**config.mk**
```make
export PLATFORM = sky130hd
export DESIGN_NAME = mem_stage_flat
export DESIGN_NICKNAME = d
export VERILOG_FILES = /design/src/rtl/mem_stage_if.sv /design/src/rtl/mem_stage.sv /design/src/flat_wrapper.sv
export SDC_FILE = /design/constraint.sdc
export NUM_CORES = 1
export LEC_CHECK = 0
export CORE_MARGIN = 3
export CORE_UTILIZATION = 25
export DETAILED_ROUTE_END_ITERATION = 12
export GPL_TIMING_DRIVEN = 0
export PLACE_DENSITY_LB_ADDON = 0.2
export SKIP_LAST_GASP = 1
export SYNTH_ARGS = -nofsm -noshare
export SYNTH_HDL_FRONTEND = slang
export SYNTH_SLANG_ARGS = --single-unit
```
**constraint.sdc**
```tcl
create_clock -name clk_i -period 3.3 [get_ports clk_i]
set_input_delay 0.825 -clock clk_i [delete_from_list [all_inputs] [get_ports clk_i]]
set_output_delay 0.825 -clock clk_i [all_outputs]
set_load 0.1 [all_outputs]
```
**src/rtl/mem_stage_if.sv**
```systemverilog
// Data-memory bus between the MEM stage (master) and the data memory (slave).
interface mem_stage_if;
  logic        dmem_req_o;
  logic        dmem_we_o;
  logic [31:0] dmem_addr_o;
  logic [31:0] dmem_wdata_o;
  logic [3:0]  dmem_be_o;
  logic [31:0] dmem_rdata_i;
  logic        dmem_ack_i;

  modport master (
    output dmem_req_o, dmem_we_o, dmem_addr_o, dmem_wdata_o, dmem_be_o,
    input  dmem_rdata_i, dmem_ack_i
  );
  modport slave (
    input  dmem_req_o, dmem_we_o, dmem_addr_o, dmem_wdata_o, dmem_be_o,
    output dmem_rdata_i, dmem_ack_i
  );
endinterface

```
**src/rtl/mem_stage.sv**
```systemverilog
// MEM pipeline stage: drives the data-memory bus with wait-state/timeout handling,
// aligns load data and owns the MEM/WB register.
module mem_stage #(
  parameter int TIMEOUT = 16
) (
  input  logic        clk_i,
  input  logic        rst_i,
  input  logic        RegWrite_i,
  input  logic        MemToReg_i,
  input  logic [1:0]  MemRead_i,
  input  logic [1:0]  MemWrite_i,
  input  logic [31:0] ALUdata_i,
  input  logic [31:0] WriteData_i,
  input  logic [4:0]  RegAddr_i,
  mem_stage_if.master dmem,
  output logic        stall_o,
  output logic        err_o,
  output logic        RegWrite_o,
  output logic        MemToReg_o,
  output logic [31:0] MemData_o,
  output logic [31:0] ALUdata_o,
  output logic [4:0]  RegAddr_o
);
  localparam int CW = (TIMEOUT > 1) ? $clog2(TIMEOUT) : 1;

  typedef enum logic {IDLE, BUSY} state_e;

  state_e        state_q, state_d;
  logic [CW-1:0] cnt_q, cnt_d;
  logic          regwrite_q, regwrite_d, memtoreg_q, memtoreg_d;
  logic [31:0]   memdata_q, memdata_d, aludata_q, aludata_d;
  logic [4:0]    regaddr_q, regaddr_d;

  logic        is_rd, is_wr, illegal, mem_op, misal, op_ok, timeout;
  logic        req, stall, err, done;
  logic [1:0]  size;
  logic [3:0]  be;
  logic [31:0] wdata, shifted, load_data;

  always_comb begin
    is_rd   = |MemRead_i;
    is_wr   = |MemWrite_i;
    size    = is_rd ? MemRead_i : MemWrite_i;
    illegal = is_rd & is_wr;
    mem_op  = is_rd ^ is_wr;
    misal   = mem_op && ((size == 2'd2 && ALUdata_i[0]) ||
                         (size == 2'd3 && ALUdata_i[1:0] != 2'b00));
    op_ok   = mem_op && !misal;
    // The last allowed BUSY cycle aborts outright; an ack arriving there is not taken.
    timeout = (state_q == BUSY) && (cnt_q == CW'(TIMEOUT - 1));
    req     = op_ok && !timeout && !rst_i;
    done    = req && dmem.dmem_ack_i;
    stall   = req && !dmem.dmem_ack_i;
    err     = !rst_i && (((state_q == IDLE) && (illegal || misal)) || timeout);

    be    = 4'b0000;
    wdata = WriteData_i;
    case (size)
      2'd1: begin be = 4'b0001 << ALUdata_i[1:0]; wdata = {4{WriteData_i[7:0]}};  end
      2'd2: begin be = 4'b0011 << ALUdata_i[1:0]; wdata = {2{WriteData_i[15:0]}}; end
      2'd3: be = 4'b1111;
      default: ;
    endcase

    shifted = dmem.dmem_rdata_i >> {ALUdata_i[1:0], 3'b000};
    case (MemRead_i)
      2'd1:    load_data = {{24{shifted[7]}}, shifted[7:0]};
      2'd2:    load_data = {{16{shifted[15]}}, shifted[15:0]};
      default: load_data = dmem.dmem_rdata_i;
    endcase
  end

  always_comb begin
    state_d = state_q;
    cnt_d   = cnt_q;
    case (state_q)
      IDLE: if (stall) begin
        state_d = BUSY;
        cnt_d   = '0;
      end
      BUSY: if (timeout || dmem.dmem_ack_i || !op_ok) begin
        state_d = IDLE;
        cnt_d   = '0;
      end else begin
        cnt_d = cnt_q + CW'(1);
      end
      default: state_d = IDLE;
    endcase
  end

  // Stalls and faulted accesses both load a bubble; data fields hold.
  always_comb begin
    regwrite_d = 1'b0;
    memtoreg_d = 1'b0;
    memdata_d  = memdata_q;
    aludata_d  = aludata_q;
    regaddr_d  = regaddr_q;
    if (!stall && !err) begin
      regwrite_d = RegWrite_i;
      memtoreg_d = MemToReg_i;
      aludata_d  = ALUdata_i;
      regaddr_d  = RegAddr_i;
      if (done && is_rd) memdata_d = load_data;
    end
  end

  always_ff @(posedge clk_i) begin
    if (rst_i) begin
      state_q    <= IDLE;
      cnt_q      <= '0;
      regwrite_q <= 1'b0;
      memtoreg_q <= 1'b0;
      memdata_q  <= '0;
      aludata_q  <= '0;
      regaddr_q  <= '0;
    end else begin
      state_q    <= state_d;
      cnt_q      <= cnt_d;
      regwrite_q <= regwrite_d;
      memtoreg_q <= memtoreg_d;
      memdata_q  <= memdata_d;
      aludata_q  <= aludata_d;
      regaddr_q  <= regaddr_d;
    end
  end

  assign dmem.dmem_req_o   = req;
  assign dmem.dmem_we_o    = is_wr;
  assign dmem.dmem_addr_o  = {ALUdata_i[31:2], 2'b00};
  assign dmem.dmem_wdata_o = wdata;
  assign dmem.dmem_be_o    = be;
  assign stall_o    = stall;
  assign err_o      = err;
  assign RegWrite_o = regwrite_q;
  assign MemToReg_o = memtoreg_q;
  assign MemData_o  = memdata_q;
  assign ALUdata_o  = aludata_q;
  assign RegAddr_o  = regaddr_q;
endmodule

```
**src/flat_wrapper.sv**
```systemverilog
// flat-port wrapper written by rule: the top's interface ports become plain ports
module mem_stage_flat 
#(
  parameter int TIMEOUT = 16
)
  (clk_i, rst_i, RegWrite_i, MemToReg_i, MemRead_i, MemWrite_i, ALUdata_i, WriteData_i, RegAddr_i, stall_o, err_o, RegWrite_o, MemToReg_o, MemData_o, ALUdata_o, RegAddr_o, dmem_dmem_req_o, dmem_dmem_we_o, dmem_dmem_addr_o, dmem_dmem_wdata_o, dmem_dmem_be_o, dmem_dmem_rdata_i, dmem_dmem_ack_i);
  mem_stage_if dmem_i ();
  input  logic clk_i;
  input  logic rst_i;
  input  logic RegWrite_i;
  input  logic MemToReg_i;
  input  logic [1:0] MemRead_i;
  input  logic [1:0] MemWrite_i;
  input  logic [31:0] ALUdata_i;
  input  logic [31:0] WriteData_i;
  input  logic [4:0] RegAddr_i;
  output logic stall_o;
  output logic err_o;
  output logic RegWrite_o;
  output logic MemToReg_o;
  output logic [31:0] MemData_o;
  output logic [31:0] ALUdata_o;
  output logic [4:0] RegAddr_o;
  output wire logic [$bits(dmem_i.dmem_req_o)-1:0] dmem_dmem_req_o;
  output wire logic [$bits(dmem_i.dmem_we_o)-1:0] dmem_dmem_we_o;
  output wire logic [$bits(dmem_i.dmem_addr_o)-1:0] dmem_dmem_addr_o;
  output wire logic [$bits(dmem_i.dmem_wdata_o)-1:0] dmem_dmem_wdata_o;
  output wire logic [$bits(dmem_i.dmem_be_o)-1:0] dmem_dmem_be_o;
  input wire logic [$bits(dmem_i.dmem_rdata_i)-1:0] dmem_dmem_rdata_i;
  input wire logic [$bits(dmem_i.dmem_ack_i)-1:0] dmem_dmem_ack_i;
  assign dmem_dmem_req_o = dmem_i.dmem_req_o;
  assign dmem_dmem_we_o = dmem_i.dmem_we_o;
  assign dmem_dmem_addr_o = dmem_i.dmem_addr_o;
  assign dmem_dmem_wdata_o = dmem_i.dmem_wdata_o;
  assign dmem_dmem_be_o = dmem_i.dmem_be_o;
  assign dmem_i.dmem_rdata_i = dmem_dmem_rdata_i;
  assign dmem_i.dmem_ack_i = dmem_dmem_ack_i;
  mem_stage #(.TIMEOUT(TIMEOUT)) u_core (.clk_i(clk_i), .rst_i(rst_i), .RegWrite_i(RegWrite_i), .MemToReg_i(MemToReg_i), .MemRead_i(MemRead_i), .MemWrite_i(MemWrite_i), .ALUdata_i(ALUdata_i), .WriteData_i(WriteData_i), .RegAddr_i(RegAddr_i), .dmem(dmem_i), .stall_o(stall_o), .err_o(err_o), .RegWrite_o(RegWrite_o), .MemToReg_o(MemToReg_o), .MemData_o(MemData_o), .ALUdata_o(ALUdata_o), .RegAddr_o(RegAddr_o));
endmodule
```
==> results of run 1 <==
## synthesized netlist by cell type, types with 3 or more instances
| library cell | instances |
|---|---|
| clkbuf_1 | 29 |
| nand2_1 | 34 |
| a22o_1 | 8 |
| nor3b_1 | 7 |
| or3_1 | 3 |
| nor2_1 | 18 |
| o21ai_0 | 24 |
| o22ai_1 | 15 |
| nand2b_1 | 75 |
| a211oi_1 | 15 |
| nor2b_1 | 10 |
| a21oi_1 | 44 |
| mux2i_1 | 46 |
| dfxtp_1 | 76 |
| buf_2 | 8 |
| ha_1 | 9 |
| a311oi_1 | 17 |
| a22oi_1 | 9 |
| a31oi_1 | 5 |
| and3b_1 | 3 |
| inv_1 | 16 |
| buf_4 | 47 |
| a2bb2oi_1 | 14 |
## how the worst max path moves through the flow
stage                  from               endpoint  slack [ns]
6_report       MemRead_i[0]                  err_o       -0.03
2_1_floorplan  MemRead_i[1]                stall_o       -0.15
3_3_place_gp   MemRead_i[0]        dmem_dmem_req_o       -1.80
5_1_grt        MemRead_i[1]                  err_o       -0.07
4_1_cts        MemRead_i[0]  dmem_dmem_wdata_o[15]       -0.08
3_5_place_dp   MemRead_i[0]        dmem_dmem_req_o       -1.82
## what timing repair did
item | 4_1_cts | 5_1_grt
setup buffers | 15 | 3
endpoints found under the hold margin | 0 | 0
pin swaps | 17 | 15
resized for setup | 316 | 31
endpoints found under the setup margin | 100 | 31
## cells by family (layout without fill, tap and decap cells)
family,after synthesis,after routing,share of synthesized area (%)
AND/OR/NAND/NOR,167,167,20.1
AO/OA/AOI/OAI,163,163,23.1
buffers and inverters,105,382,12.8
flip-flops,76,76,31.9
multiplexers,46,46,9.64
adder cells (fa/ha/maj),9,9,2.36
other,1,2,0.0785
## sequential cells by signal (all words and copies together) (netlist names)
register / flops
u_core.cnt_q: 4
u_core.state_q: 1
u_core.MemToReg_o: 1
u_core.ALUdata_o: 32
u_core.RegAddr_o: 5
u_core.RegWrite_o: 1
u_core.MemData_o: 32
## worst min-delay path, stage by stage, from the launching register on
cell,delay (ns)
dfxtp_1,0.31
nand2b_1,0.06
o21ai_1,0.05
## report_power, final
group | internal [mW] | total [mW] | switching [mW]
clock | 0.583 | 1.01 | 0.424
sequential | 0.971 | 0.998 | 0.0268
combinational | 0.737 | 2.23 | 1.50
## metrics by stage
stage	std cells	hold WS, ns	utilization, %
after CTS	1072	0.468	47.1
after global routing	1074	0.488	47.7
after global placement	1046	0.454	43.7
after floorplan	568	0.458	-
after detailed placement	1046	0.458	43.7
final	1074	0.468	47.7
## per-layer routing
metal | wire (um) | track usage (%) | up-vias
li1 | - | - | 2530
met1 | 8400 | 22.3 | 2361
met2 | 8090 | 26.5 | 203
met3 | 1380 | 4.10 | 16
met4 | 245 | 4.52 | 0
met5 | 0 | 0 | -
## layout make-up
class / instances / area (um^2)
buffer: 82 / 643
clock buffer: 9 / 225
fill: 1813 / 9590
timing repair buffer: 267 / 2790
tap: 229 / 287
clock inverter: 6 / 65.1
inverter: 18 / 71.3
multi-input combinational: 387 / 3140
sequential: 76 / 1520
==> results.cfg, run 1 <==
[run_status]
status = finished, violations left
violations = negative setup slack

[drt]
vias = 5110
avgViaCountPerCell = 4.76
drtIter0Drc = 196
drt-total-wl_mm = 18.1
dr.pass1.iters = 4
post_drt_wl_per_cell_um = 16.9
post-route-drc-count = 0
ant_nets = 0

[power]
ir_drop_mv = 0.284
leakage_nw = 3.42
power-per-cell-area_nw_per_um2 = 485
finalPower_mw = 4.24

[timing]
finalClockSkew_ns = 0.0114
setup_slack_ns = -0.0296
max_freq_ghz = 0.300
fin_crit_sh_pct = 101
slew_viol_final = 0
final-setup-viol-count = 1
finalCriticalPeriod_ns = 3.33
worst-slew-pin-transition_ns = 1.04
timing.final.hold_violations = 0
grt_setup_unrepaired = true
tns_ns = -0.0296
relSlewSlack_pct = 30.7

[global_routing]
grt_max_degree = 20
antenna_found_initial = 0
grt_util_all_layers_pct = 16.6
grt_pass1_vias = 4894
grt_pass1_wl_mm = 27.1
grt_overflow_total = 0

[critical_path]
cp_num_buf_inv = 4
crit_top_cell = ha_4
crit_arrival_ns = 2.50
crit_chain = buf_8, clkinvlp_4, ha_4, o21ai_4, inv_2, ha_4, or2_4, a311oi_4, nor2_4, buf_12
r2r_cells = 10
r2r-start = u_core.cnt_q[0]$_SDFFE_PP0P_
path_max_fanout = 5
cp-start-kind = input pin
cpPeakStageDelay_ns = 0.37
rrSetupSlack_ns = 1.09
path_class = in2out
regToRegEndpoint = u_core.RegAddr_o[1]$_SDFFE_PP0P_
crit_required_ns = 2.47
end_kind = output port
cpLargestDelayFamily = compound AO/OA/AOI/OAI gates
crit_slowest_cell = a311oi_4
path_depth = 10

[synthesis]
synthCells = 567
ys_types = 48
synth_area_leader_cell = dfxtp_1
synth_ff_type = dfxtp_1
synth-edff-count = 0
synthTopCellsByArea = dfxtp_1 32%, nand2b_1 9.8%, mux2i_1 9.6%
yosysWarnings = 0
netlist_area_um2 = 4770
yosys.area.top_type_share_pct = 31.9
avgSynthCellArea_um2 = 8.42
async_flop_share_pct = 0
ys_ff_latch = 76
yosysSeqAreaShare_pct = 31.9

[cts]
clk_latency_ns = 0.35
cts-hold-fix-buffers = 0
path_clk_slew_ns = 0.06
clock-sinks = 76
cts_tree = yes
cts_made_buffers = 9
clockBufferDepth = 2
root_buffer = clkbuf_16
h-tree-depth = 3

[floorplan]
die_h_um = 144
start_util_pct = 26.0
core_area_um2 = 18300
die_w_um = 144
rows = 49
io_pins = 253
dieArea_um2 = 20800

[placed_design]
place.gp.congestion = 0.813
hpwlAfterDp_mm = 13.9
place_area_um2 = 8020
place_ws_ns = -1.82
port_buffers = 249

[worst_hold_path]
hold_path.class = reg2reg
hold_depth = 2
hold-path-endpoint = u_core.ALUdata_o[1]$_SDFFE_PP0P_
hold_start = u_core.ALUdata_o[1]$_SDFFE_PP0P_

[job]
cap_viol_max_count = 0

[layout]
layout_common_cells = 174 x clkdlybuf4s50_1, 76 x dfxtp_1, 74 x nand2b_1, 63 x buf_4, 46 x mux2i_1
area_growth_pct = 83.1
final_nets = 960
diodes = 0
final_common_cell = clkdlybuf4s50_1
fin_area_um2 = 8740
drive_above_1_share_pct = 23.3
Power figures use the tool's default switching activity.
==> run 2, diff against run 1 <==
MAX_ROUTING_LAYER = met4   (was default)
TNS_END_PERCENT = 100   (was default)
==> run 2 against run 1 <==
The flow still finishes with violations (negative setup slack). Flip-flop and latch count unchanged. Power about the same. Wire length about the same. Cell count unchanged.
==> results.cfg, run 2 (same netlist as run 1, synthesis figures left out) <==
[timing]
fin_crit_sh_pct = 101
finalCriticalPeriod_ns = 3.33
worst-slew-pin-transition_ns = 1.03
whs_ns = 0.467
timing.final.hold_violations = 0
setup_slack_ns = -0.0271
max_freq_ghz = 0.301
relSlewSlack_pct = 30.9
slew_viol_final = 0
grt_setup_unrepaired = true
final-setup-viol-count = 1
finalClockSkew_ns = 0.0112

[global_routing]
grt_pass1_wl_mm = 27.1
use_met2_pct = 26.6
top_usage_layer = met2
grt_pass1_vias = 4909
antenna_found_initial = 0
grt_overflow_total = 0
grt_util_all_layers_pct = 17.1
met1_usage_pct = 22.7
grt_max_degree = 20
met3_usage_pct = 3.31

[critical_path]
cpPeakStageDelay_ns = 0.37
crit_top_cell = ha_4
crit_required_ns = 2.47
end_kind = output port
setup.worst_path.start = MemRead_i[0]
r2r-start = u_core.cnt_q[0]$_SDFFE_PP0P_
crit_chain = buf_8, clkinvlp_4, ha_4, o21ai_4, inv_2, ha_4, or2_4, a311oi_4, nor2_4, buf_12
cp-start-kind = input pin
path_class = in2out
path_max_fanout = 5
crit_arrival_ns = 2.50
crit_slowest_cell = a311oi_4

[drt]
drtIter0Drc = 264
post-route-drc-count = 0
vias = 5101
dr.pass1.iters = 4
post_drt_wl_per_cell_um = 16.9
avgViaCountPerCell = 4.75
drt-total-wl_mm = 18.1
ant_nets = 0

[layout]
area_growth_pct = 83.1
drive_above_1_share_pct = 23.3
fill_cells = 1813
regArea_um2 = 1520
layout_common_cells = 174 x clkdlybuf4s50_1, 76 x dfxtp_1, 74 x nand2b_1, 63 x buf_4, 46 x mux2i_1
final_common_cell = clkdlybuf4s50_1
final_nets = 960
layoutNonFillerInstCount = 1074
multiInputGateArea_um2 = 3140
diodes = 0

[cts]
clockBufferDepth = 2
cts_made_buffers = 9
clk_latency_ns = 0.35
path_clk_slew_ns = 0.06
clock-sinks = 76
root_buffer = clkbuf_16
cts_tree = yes
h-tree-depth = 3

[placed_design]
port_buffers = 249
placed_cells = 1046
place.gp.congestion = 0.825
hpwlAfterDp_mm = 13.9

[power]
finalPower_mw = 4.24
power-per-cell-area_nw_per_um2 = 484
leakage_nw = 3.42
ir_drop_mv = 0.284

[job]
cap_viol_max_count = 0

[floorplan]
die_w_um = 144
rows = 49
core_area_um2 = 18300
dieArea_um2 = 20800
start_util_pct = 26.0
io_pins = 253
die_h_um = 144

[worst_hold_path]
hold_path.class = reg2reg
hold_start = u_core.ALUdata_o[1]$_SDFFE_PP0P_

[run_status]
status = finished, violations left
violations = negative setup slack
-- run 2: what timing repair did --
item,in CTS,in global routing
endpoints found under the hold margin,0,0
hold buffers,0,0
setup buffers,15,3
gates cloned,0,0
setup endpoints to repair,100,31
resized for setup,316,31
pin swaps,17,15
-- run 2: path summary, 6_finish.rpt --
path	endpoint	slack (ns)	cells after the start
worst max-delay path	err_o	-0.03	10
worst min-delay path	u_core.ALUdata_o[1]$_SDFFE_PP0P_	0.47	2
worst max register to register	u_core.RegAddr_o[1]$_SDFFE_PP0P_	1.09	10
worst min register to register	u_core.ALUdata_o[1]$_SDFFE_PP0P_	0.47	2
-- run 2: where the power goes --
part	total [mW]	leakage, nW	internal [mW]	switching (mW)
clock network	1.01	0.142	0.583	0.422
logic	2.23	2.65	0.737	1.50
registers	0.998	0.620	0.971	0.0268
-- run 2: routing by layer --
| layer | vias to the layer above | part of all wire, % |
|---|---|---|
| met1 | 2349 | 47 |
| li1 | 2534 | - |
| met3 | 16 | 6.3 |
| met2 | 202 | 45 |
| met4 | 0 | 1.2 |
| met5 | - | 0 |
-- run 2: area by class of cell --
class,instances,area share [%]
Multi-Input combinational cell,387,35.9
Inverter,18,0.816
Sequential cell,76,17.4
Timing Repair Buffer,267,31.9
Clock inverter,6,0.744
Clock buffer,9,2.58
Buffer,82,7.36
Tap cell,229,3.28
-- run 2: critical path, delay by kind of cell --
| family | cells | cell delay, ns |
|---|---|---|
| compound gates | 2 | 0.56 |
| fa+ha+maj | 2 | 0.39 |
| buf+inv | 4 | 0.42 |
| simple gates | 2 | 0.31 |
-- run 2: per-stage QoR --
stage | area, um^2 | setup slack [ns] | TNS [ns] | utilization [%]
after floorplan | 5240 | -0.151 | -0.899 | -
after global placement | 8020 | -1.80 | -72.11 | 43.7
after detailed placement | 8020 | -1.82 | -75.22 | 43.7
after CTS | 8630 | -0.0847 | -0.829 | 47.1
after global routing | 8740 | -0.0742 | -0.554 | 47.7
final | 8740 | -0.0271 | -0.0271 | 47.7
==> run 3, diff against run 2 <==
CTS_CLUSTER_DIAMETER = 100   (was default)
==> results of run 3 <==
The final DEF is identical to that of run 2; final timing and power are the same.
